===== config.mk =====
export PLATFORM = sky130hd
export DESIGN_NAME = input_vector_fetcher_flat
export DESIGN_NICKNAME = d
export VERILOG_FILES = /design/src/rtl/input_vector_fetcher_if.sv /design/src/rtl/input_vector_fetcher.sv /design/src/flat_wrapper.sv
export SDC_FILE = /design/constraint.sdc
export NUM_CORES = 2
export LEC_CHECK = 0
export ABC_AREA = 1
export BUFFER_PORTS_ARGS = -buffer_cell sky130_fd_sc_hd__buf_4
export CAP_MARGIN = 10
export CORE_MARGIN = 2
export CORE_UTILIZATION = 41
export CTS_CLUSTER_DIAMETER = 150
export DETAILED_ROUTE_END_ITERATION = 10
export GPL_TIMING_DRIVEN = 0
export HOLD_SLACK_MARGIN = 0.06
export PLACE_DENSITY_LB_ADDON = 0.15
export SKIP_CTS_REPAIR_TIMING = 1
export SYNTH_ARGS = -nofsm -noshare
export SYNTH_HDL_FRONTEND = slang
export SYNTH_SLANG_ARGS = --single-unit

===== constraint.sdc =====
create_clock -name CLK -period 12.1 [get_ports CLK]
set_clock_uncertainty 0.15 [all_clocks]
set_input_delay 0 -clock CLK [delete_from_list [all_inputs] [get_ports CLK]]
set_output_delay 0 -clock CLK [all_outputs]
set_load 0.01 [all_outputs]

===== src/rtl/input_vector_fetcher_if.sv =====
`default_nettype none
// ============================================================================
//  Module      : input_vector_fetcher_if
//  Description : Bundle of the command, buffer-read, output-stream and status
//                signals of the input vector fetcher.
//                master = fetcher side, slave = surrounding system side.
//  Revision    : 1.0 - initial release
// ============================================================================
interface input_vector_fetcher_if #(
    parameter int DATA_W = 512,
    parameter int ADDR_W = 13
);
    // Command channel
    logic              cmd_valid;
    logic              cmd_ready;
    logic [ADDR_W-1:0] cmd_addr;
    logic [ADDR_W-1:0] cmd_len;

    // Input vector buffer read port
    logic              mem_CEN;
    logic              mem_WEN;
    logic              mem_RETN;
    logic [ADDR_W-1:0] mem_A;
    logic [DATA_W-1:0] mem_Q;

    // Output vector stream
    logic              out_valid;
    logic              out_ready;
    logic [DATA_W-1:0] out_data;
    logic              out_last;

    // Status
    logic              busy;
    logic              done;

    modport master (
        input  cmd_valid, cmd_addr, cmd_len, mem_Q, out_ready,
        output cmd_ready, mem_CEN, mem_WEN, mem_RETN, mem_A,
               out_valid, out_data, out_last, busy, done
    );

    modport slave (
        output cmd_valid, cmd_addr, cmd_len, mem_Q, out_ready,
        input  cmd_ready, mem_CEN, mem_WEN, mem_RETN, mem_A,
               out_valid, out_data, out_last, busy, done
    );
endinterface
`default_nettype wire


===== src/rtl/input_vector_fetcher.sv =====
`default_nettype none
// ============================================================================
//  Module      : input_vector_fetcher
//  Description : Reads a run of vectors from the input vector buffer (address
//                wrapping modulo DEPTH) and streams them out through a 4-entry
//                FIFO with valid/ready flow control and an out_last marker.
//                Buffer reads are throttled so that FIFO occupancy plus reads
//                still in flight never exceeds the FIFO depth.
//  Revision    : 1.0 - initial release
// ============================================================================
module input_vector_fetcher #(
    parameter int DATA_W = 512,
    parameter int ADDR_W = 13,
    parameter int DEPTH  = 2048
) (
    input  logic                   CLK,
    input  logic                   RESET,
    input_vector_fetcher_if.master bus
);

    typedef enum logic [1:0] {
        ST_IDLE  = 2'd0,
        ST_FETCH = 2'd1,
        ST_DRAIN = 2'd2
    } state_t;

    state_t            r_state;
    state_t            w_state_nxt;
    logic              r_armed;
    logic [ADDR_W-1:0] r_addr;
    logic [ADDR_W-1:0] r_remaining;
    logic              r_cen;
    logic [ADDR_W-1:0] r_mem_a;
    logic              r_cen_last;
    logic              r_qv;
    logic              r_q_last;
    logic [DATA_W:0]   r_fifo [4];
    logic [1:0]        r_wr_ptr;
    logic [1:0]        r_rd_ptr;
    logic [2:0]        r_count;
    logic              r_zero_done;

    logic              w_issue;
    logic              w_latch;
    logic              w_zero_cmd;
    logic [2:0]        w_inflight;
    logic              w_space;
    logic              w_cmd_hs;
    logic              w_out_hs;
    logic              w_last_hs;
    logic [DATA_W:0]   w_head;
    logic [ADDR_W-1:0] w_addr_inc;

    // A read occupies one cycle on the buffer port (r_cen low) and one more
    // cycle as returning data (r_qv); both must fit in the FIFO on arrival.
    assign w_inflight = {2'b00, ~r_cen} + {2'b00, r_qv};
    assign w_space    = (r_count + w_inflight) < 3'd4;
    assign w_cmd_hs   = bus.cmd_valid && bus.cmd_ready;
    assign w_out_hs   = bus.out_valid && bus.out_ready;
    assign w_head     = r_fifo[r_rd_ptr];
    assign w_last_hs  = w_out_hs && w_head[DATA_W];
    assign w_addr_inc = (r_addr == ADDR_W'(DEPTH - 1)) ? '0 : r_addr + ADDR_W'(1);

    // State register
    always_ff @(posedge CLK or negedge RESET) begin
        if (!RESET) begin
            r_state <= ST_IDLE;
        end else begin
            r_state <= w_state_nxt;
        end
    end

    // Next-state logic and read-issue decision
    always_comb begin
        w_state_nxt = r_state;
        w_issue     = 1'b0;
        w_latch     = 1'b0;
        w_zero_cmd  = 1'b0;
        case (r_state)
            ST_IDLE: begin
                if (w_cmd_hs) begin
                    if (bus.cmd_len != '0) begin
                        w_latch     = 1'b1;
                        w_state_nxt = ST_FETCH;
                    end else begin
                        w_zero_cmd  = 1'b1;
                    end
                end
            end
            ST_FETCH: begin
                if ((r_remaining != '0) && w_space) begin
                    w_issue = 1'b1;
                    if (r_remaining == ADDR_W'(1)) begin
                        w_state_nxt = ST_DRAIN;
                    end
                end
            end
            ST_DRAIN: begin
                if (w_last_hs) begin
                    w_state_nxt = ST_IDLE;
                end
            end
            default: w_state_nxt = ST_IDLE;
        endcase
    end

    // Command address/length tracking
    always_ff @(posedge CLK or negedge RESET) begin
        if (!RESET) begin
            r_addr      <= '0;
            r_remaining <= '0;
        end else if (w_latch) begin
            r_addr      <= bus.cmd_addr;
            r_remaining <= bus.cmd_len;
        end else if (w_issue) begin
            r_addr      <= w_addr_inc;
            r_remaining <= r_remaining - ADDR_W'(1);
        end
    end

    // Registered buffer read port; address holds between reads
    always_ff @(posedge CLK or negedge RESET) begin
        if (!RESET) begin
            r_cen      <= 1'b1;
            r_mem_a    <= '0;
            r_cen_last <= 1'b0;
        end else begin
            r_cen      <= ~w_issue;
            r_cen_last <= w_issue && (r_remaining == ADDR_W'(1));
            if (w_issue) begin
                r_mem_a <= r_addr;
            end
        end
    end

    // Track which cycle carries returning read data and its last flag
    always_ff @(posedge CLK or negedge RESET) begin
        if (!RESET) begin
            r_qv     <= 1'b0;
            r_q_last <= 1'b0;
        end else begin
            r_qv     <= ~r_cen;
            r_q_last <= ~r_cen && r_cen_last;
        end
    end

    // FIFO storage: data with its last flag in the top bit
    always_ff @(posedge CLK) begin
        if (r_qv) begin
            r_fifo[r_wr_ptr] <= {r_q_last, bus.mem_Q};
        end
    end

    // FIFO pointers and occupancy
    always_ff @(posedge CLK or negedge RESET) begin
        if (!RESET) begin
            r_wr_ptr <= '0;
            r_rd_ptr <= '0;
            r_count  <= '0;
        end else begin
            if (r_qv) begin
                r_wr_ptr <= r_wr_ptr + 2'd1;
            end
            if (w_out_hs) begin
                r_rd_ptr <= r_rd_ptr + 2'd1;
            end
            case ({r_qv, w_out_hs})
                2'b10:   r_count <= r_count + 3'd1;
                2'b01:   r_count <= r_count - 3'd1;
                default: r_count <= r_count;
            endcase
        end
    end

    // cmd_ready gating after reset release and zero-length completion pulse
    always_ff @(posedge CLK or negedge RESET) begin
        if (!RESET) begin
            r_armed     <= 1'b0;
            r_zero_done <= 1'b0;
        end else begin
            r_armed     <= 1'b1;
            r_zero_done <= w_zero_cmd;
        end
    end

    assign bus.cmd_ready = r_armed && (r_state == ST_IDLE);
    assign bus.mem_CEN   = r_cen;
    assign bus.mem_A     = r_mem_a;
    assign bus.mem_WEN   = 1'b1;
    assign bus.mem_RETN  = 1'b1;
    assign bus.out_valid = (r_count != '0);
    assign bus.out_data  = bus.out_valid ? w_head[DATA_W-1:0] : '0;
    assign bus.out_last  = bus.out_valid && w_head[DATA_W];
    assign bus.busy      = (r_state != ST_IDLE);
    assign bus.done      = r_zero_done || ((r_state == ST_DRAIN) && w_last_hs);

endmodule
`default_nettype wire

===== src/flat_wrapper.sv =====
// flat-port wrapper written by rule: the top's interface ports become plain ports
module input_vector_fetcher_flat 
#(
    parameter int DATA_W = 512,
    parameter int ADDR_W = 13,
    parameter int DEPTH  = 2048
)
  (CLK, RESET, bus_cmd_valid, bus_cmd_addr, bus_cmd_len, bus_mem_Q, bus_out_ready, bus_cmd_ready, bus_mem_CEN, bus_mem_WEN, bus_mem_RETN, bus_mem_A, bus_out_valid, bus_out_data, bus_out_last, bus_busy, bus_done);
  input_vector_fetcher_if #(.DATA_W(DATA_W), .ADDR_W(ADDR_W)) bus_i ();
  input  logic CLK;
  input  logic RESET;
  input wire logic [$bits(bus_i.cmd_valid)-1:0] bus_cmd_valid;
  input wire logic [$bits(bus_i.cmd_addr)-1:0] bus_cmd_addr;
  input wire logic [$bits(bus_i.cmd_len)-1:0] bus_cmd_len;
  input wire logic [$bits(bus_i.mem_Q)-1:0] bus_mem_Q;
  input wire logic [$bits(bus_i.out_ready)-1:0] bus_out_ready;
  output wire logic [$bits(bus_i.cmd_ready)-1:0] bus_cmd_ready;
  output wire logic [$bits(bus_i.mem_CEN)-1:0] bus_mem_CEN;
  output wire logic [$bits(bus_i.mem_WEN)-1:0] bus_mem_WEN;
  output wire logic [$bits(bus_i.mem_RETN)-1:0] bus_mem_RETN;
  output wire logic [$bits(bus_i.mem_A)-1:0] bus_mem_A;
  output wire logic [$bits(bus_i.out_valid)-1:0] bus_out_valid;
  output wire logic [$bits(bus_i.out_data)-1:0] bus_out_data;
  output wire logic [$bits(bus_i.out_last)-1:0] bus_out_last;
  output wire logic [$bits(bus_i.busy)-1:0] bus_busy;
  output wire logic [$bits(bus_i.done)-1:0] bus_done;
  assign bus_i.cmd_valid = bus_cmd_valid;
  assign bus_i.cmd_addr = bus_cmd_addr;
  assign bus_i.cmd_len = bus_cmd_len;
  assign bus_i.mem_Q = bus_mem_Q;
  assign bus_i.out_ready = bus_out_ready;
  assign bus_cmd_ready = bus_i.cmd_ready;
  assign bus_mem_CEN = bus_i.mem_CEN;
  assign bus_mem_WEN = bus_i.mem_WEN;
  assign bus_mem_RETN = bus_i.mem_RETN;
  assign bus_mem_A = bus_i.mem_A;
  assign bus_out_valid = bus_i.out_valid;
  assign bus_out_data = bus_i.out_data;
  assign bus_out_last = bus_i.out_last;
  assign bus_busy = bus_i.busy;
  assign bus_done = bus_i.done;
  input_vector_fetcher #(.DATA_W(DATA_W), .ADDR_W(ADDR_W), .DEPTH(DEPTH)) u_core (.CLK(CLK), .RESET(RESET), .bus(bus_i));
endmodule

### After elaboration in Yosys (flattened, before gate mapping)

Memories as Yosys holds them, arrays and structs flattened.
Cells that the tools add are included.

| word-level totals | value |
|---|---|
| output and inout port bits | 533 |
| word-level logic and storage cells | 77 |
| bits in registers | 54 |
| RAM bits | 2052 |
| memories kept | 1 |
| bits of input ports | 542 |

| cells by class | value |
|---|---|
| bitwise gates (word level) | 2 |
| reductions and logical operators | 18 |
| add/sub/neg operators | 8 |
| $lt $le $gt $ge | 1 |
| equality and inequality tests | 11 |
| multiplexer cells | 23 |

Memory list:

| name | depth | width | read ports | clocked after Yosys merged registers in | wr ports | line | source |
|---|---|---|---|---|---|---|---|
| u_core.r_fifo | 4 | 513 | 1 | 0 | 1 | input_vector_fetcher.sv:37 | `logic [DATA_W:0] r_fifo [4];` |

Operators by type and width:

| operator | number |
|---|---|
| 2-to-1 mux 512 bit | 1 |
| 2-to-1 mux 13 bit | 5 |
| nonzero test 13 bit | 2 |
| adder 13 x 1 -> 13 bit (second input constant) | 1 |
| == test 13 x 1 -> 1 bit (second input constant) | 1 |
| == test 13 x 11 -> 1 bit (second input constant) | 1 |
| subtractor 13 x 1 -> 13 bit (second input constant) | 1 |
| 2-to-1 mux 1 bit | 10 |
| 2-to-1 mux 2 bit | 5 |
| inequality test 2 x 1 -> 1 bit (second input constant) | 5 |
| logical AND 1 bit | 9 |
| one-hot mux 2 bit (3 select lines) | 1 |
| one-hot mux 3 bit (2 select lines) | 1 |
| nonzero test 2 bit | 3 |
| AND reduction 5 bit | 1 |
| adder 2 x 1 -> 2 bit (second input constant) | 2 |
| == test 2 x 1 -> 1 bit (second input constant) | 2 |
| == test 2 bit (second input constant) | 2 |
| adder 3 x 1 -> 3 bit (second input constant) | 1 |
| adder 3 bit | 1 |
| less-than comparator 3 bit (second input constant) | 1 |
| nonzero test 3 bit | 1 |
| subtractor 3 x 1 -> 3 bit (second input constant) | 1 |
| adder 1 x 1 -> 2 bit | 1 |
| 3 further kinds | 4 |

### Logic depth before layout (Yosys ltp)

| logic depth | value |
|---|---|
| word-level depth | 9 |
| depth in mapped cells | 13 |
| depth with buffers taken out | 12 |

### Least setup slack after synthesis

OpenSTA, ideal clock, no wires.

| path | value |
|---|---|
| kind | register to register |
| from | reg u_core.r_wr_ptr[0] |
| to | mem u_core.r_fifo[2][0] in the netlist's numbering (enable) |
| required time | 11.089 ns |
| period minus slack after synthesis | 11.591 ns |
| stages on the path, launching flop included | 5 |
| path buffers | 0 |
| setup time | 0.861 ns |
| slack | 0.509 ns |
| arrival | 10.580 ns |
| cell sequence | dfrtp_1 > inv_1 > ha_1 > nand2_1 > inv_1 |

RTL lines:

| item | line | source |
|---|---|---|
| from (decl) | input_vector_fetcher.sv:38 | `logic [1:0] r_wr_ptr;` |
| from (signal assigned) | input_vector_fetcher.sv:162 | `r_wr_ptr <= r_wr_ptr + 2'd1;` |
| to (decl) | input_vector_fetcher.sv:37 |  |

Straight into the memory's write port.

### Worst setup path in the final report

| path | value |
|---|---|
| from | reg u_core.r_rd_ptr[1] |
| to | out bus_out_data[98] |

| on the way | value |
|---|---|
| longest elaborated chain between the ends | 2 |

RTL lines:

| item | line | source |
|---|---|---|
| from (decl) | input_vector_fetcher.sv:39 | `logic [1:0] r_rd_ptr;` |
| from (signal assigned) | input_vector_fetcher.sv:165 | `r_rd_ptr <= r_rd_ptr + 2'd1;` |
| memory read (4 x 513 bit) | - |  |
| 2-to-1 mux 512 bit | input_vector_fetcher.sv:192 | `assign bus.out_data = bus.out_valid ? w_head[DATA_W-1:0] : '0;` |
| to (decl) | flat_wrapper.sv:23 | `output wire logic [$bits(bus_i.out_data)-1:0] bus_out_data;` |

Every way passes these cells.

==> impl_metrics.env <==
export IMPL_worstPathMaxFanout=10
export IMPL_wire_per_inst_um=23.2
export IMPL_row_count=164
export IMPL_antenna_found_initial=98
export IMPL_synth_top_flop_cell="edfxtp_1"
export IMPL_post_route_period_util_pct=34.5
export IMPL_synthTopCellsByArea="edfxtp_1, nor2_1, o21ai_0, a21oi_1, dfrtp_1"
export IMPL_drive_gt1_share_pct=17.4
export IMPL_yosysMostFrequentCell="nor2_1"
export IMPL_chipWidth_um=451
export IMPL_crit_top_cell="buf_2"
export IMPL_wirelength_um=276000
export IMPL_yosys_cell_types_count=34
export IMPL_cts_max_level=4
export IMPL_drt_iter0_markers=5197
export IMPL_grt_usage_pct=25.5
export IMPL_cts_tree="built"
export IMPL_seq_area_frac_synth_pct=76.8
export IMPL_io_buffer_count=1072
export IMPL_critPathLaunchType="register"
export IMPL_gp_congestion=0.861
export IMPL_dieArea_um2=204000
export IMPL_finalPower_w=0.0294
export IMPL_post_dp_cell_area_um2=94100
export IMPL_synth_top_area_cell="edfxtp_1"
export IMPL_cts_buffers=221
export IMPL_start_util_pct=41.2
export IMPL_detail_route_antenna_nets=0
export IMPL_async_reset_ff_share_pct=2.56
export IMPL_path_clk_slew_ns=0.06
export IMPL_worst_path_buf_inv=5
export IMPL_maxCapViolCount=0
export IMPL_coreArea_um2=199000
export IMPL_overflow=0
export IMPL_syn_area_per_cell_um2=12.6
export IMPL_cts_sinks=2106
export IMPL_finish_utilization_pct=56.6
export IMPL_cts_root_buffer_cell="clkbuf_16"
export IMPL_ys_ff_latch=2106
export IMPL_cts_buffer_depth=3
export IMPL_worst_slack_ns=7.92
export IMPL_timing_max_slew_rel_slack_pct=21.1
export IMPL_p_leak_nw=40.8
export IMPL_cp_end_kind="output pin"
export IMPL_dr_total_vias=60400
export IMPL_viasPerCell=5.08
export IMPL_drc=0
export IMPL_tns_ns=0
export IMPL_hold_class="input pin to register"
export IMPL_cpPeakStageDelay_ns=0.54
export IMPL_grt_pass1_wl_um=378000
export IMPL_synth_top_area_share_pct=75.1
export IMPL_ys_warn_count=0
export IMPL_drt_pre_antenna_iters=5
export IMPL_nNetsFinal=9532
export IMPL_nFillCells=16500
export IMPL_timing_worst_slew_pin_value_ns=1.18
export IMPL_syn_to_final_growth_pct=37.5
export IMPL_ioPinCount=1075
export IMPL_cp_cell_sequence="buf_2 -> inv_2 -> buf_2 -> buf_1 -> nor2_1 -> o21ai_0 -> a21oi_1 -> buf_4"
export IMPL_slew_viol_final=0
export IMPL_post_route_min_period_ns=4.18
export IMPL_setup_viol=0
export IMPL_powerDensity_nw_per_um2=261
export IMPL_crit_family="buffers and inverters"
export IMPL_synthCells=6501
export IMPL_stdcell_area_um2=113000
export IMPL_cp_slowest_cell="buf_2"
export IMPL_syn_area_um2=82000
export IMPL_netlist_top_cells_count="nor2_1, edfxtp_1, o21ai_0, a21oi_1, nand2_1"
export IMPL_pre_cts_ws_ns=8.76
export IMPL_fmax_mhz=239
export IMPL_cp_required_ns=11.95
export IMPL_die_h_um=451
export IMPL_worstSkewPairLatency_ns=0.86
export IMPL_critical_path_class="register to output pin"
export IMPL_first_global_vias=53300
export IMPL_peakVddDrop_uv=197
export IMPL_finalHoldViolations=0
export IMPL_grt_setup_unrepaired="no"
export IMPL_place_hpwl_um=178000
export IMPL_synth_edf_count=2052
export IMPL_status="finished, final reports clean"
export IMPL_grt_max_degree=107
export IMPL_arrival_ns=4.03
## cell type report
| type | instances | area (um^2) | share of cell area, % |
|---|---|---|---|
| Timing Repair Buffer | 2252 | 20300 | 18.0 |
| Tap cell | 2656 | 3320 | 2.95 |
| Buffer | 411 | 1800 | 1.60 |
| Antenna cell | 62 | 155 | 0.138 |
| Clock inverter | 123 | 1110 | 0.989 |
| Inverter | 57 | 246 | 0.219 |
| Multi-Input combinational cell | 3929 | 17000 | 15.1 |
| Sequential cell | 2106 | 63000 | 55.8 |
| Clock buffer | 286 | 5820 | 5.16 |
## worst paths after layout
| kind | start | to | slack, ns | depth (start not counted) |
|---|---|---|---|---|
| max in group asynchronous | RESET | u_core.r_qv | 10.88 | 5 |
| min in group asynchronous | RESET | u_core.bus.mem_CEN | 0.58 | 4 |
| min | bus_mem_Q[269] | u_core.r_fifo[1][269] | 0.30 | 3 |
| max | u_core.r_rd_ptr[1] | bus_out_data[98] | 7.92 | 8 |
| min reg2reg | u_core.bus.mem_A[6] | u_core.bus.mem_A[6] | 0.33 | 2 |
| max reg2reg | u_core.r_state[0] | u_core.r_addr[5] | 8.01 | 14 |
## worst min-delay path, cell delays in order
cell and delay [ns]:
dlygate4sd3_1 0.52, buf_4 0.09, dlygate4sd3_1 0.59
## per-layer routing
layer  GRT usage [%]  routed length [um]
met1            31.1              106000
met5               0                 166
met2            41.3              137000
met3            5.98               18400
met4            15.1               14700
## per-stage QoR
stage / hold slack [ns] / cells
final: 0.300 / 11900
after global routing: 0.280 / 11900
after CTS: -0.967 / 10700
after detailed placement: -0.0237 / 10300
after global placement: -0.0214 / 10200
after floorplan: -0.446 / 6503
## logic make-up (layout without fill, tap and decap cells)
kind of cell | after synthesis | in the layout | synth area share [%]
AO/OA/AOI/OAI | 1560 | 1560 | 9.53
XOR/XNOR | 15 | 15 | 0.160
adder cells (fa/ha/maj) | 12 | 12 | 0.192
buffers and inverters | 468 | 3129 | 2.46
flip-flops | 2106 | 2106 | 76.8
multiplexers | 1 | 1 | 0.0122
other | 1 | 65 | 0.00457
AND/OR/NAND/NOR | 2338 | 2338 | 10.9
## power by group
group,internal (W),switching [W],total [W]
sequential,0.00966,0.000323,0.00999
clock,0.00369,0.00287,0.00655
combinational,0.00444,0.00843,0.0129
## placed cells by master, fill, tap and decap left out, drive strengths merged
master / synthesis / final
nor2: 2090 / 2090
edfxtp: 2052 / 2052
buf: 229 / 1328
dlygate4sd3: 0 / 1153
o21ai: 1043 / 1043
a21oi: 515 / 515
clkbuf: 182 / 468
nand2: 194 / 194
clkinv: 0 / 102
inv: 57 / 63
diode: 0 / 62
dfrtp: 53 / 53
nand3: 42 / 42
bufinv: 0 / 14
ha: 11 / 11
xor2: 9 / 9
xnor2: 6 / 6
nand4: 5 / 5
nor3: 3 / 3
conb: 1 / 3
or2: 2 / 2
o21bai: 2 / 2
mux2i: 1 / 1
nor3b: 1 / 1
nand3b: 1 / 1
fa: 1 / 1
clkinvlp: 0 / 1
dfstp: 1 / 1
## sequential cells by signal, indices dropped and copies added, names as in the netlist
name and flops:
u_core.r_remaining 13, u_core.r_zero_done 1, u_core.bus.mem_A 13, u_core.r_qv 1, u_core.r_armed 1, u_core.r_rd_ptr 2, u_core.r_fifo 2052, u_core.r_q_last 1
u_core.r_count 3, u_core.r_wr_ptr 2, u_core.r_state 2, u_core.r_cen_last 1, u_core.r_addr 13, u_core.bus.mem_CEN 1
Note: power is estimated with default switching activity, not from simulation.
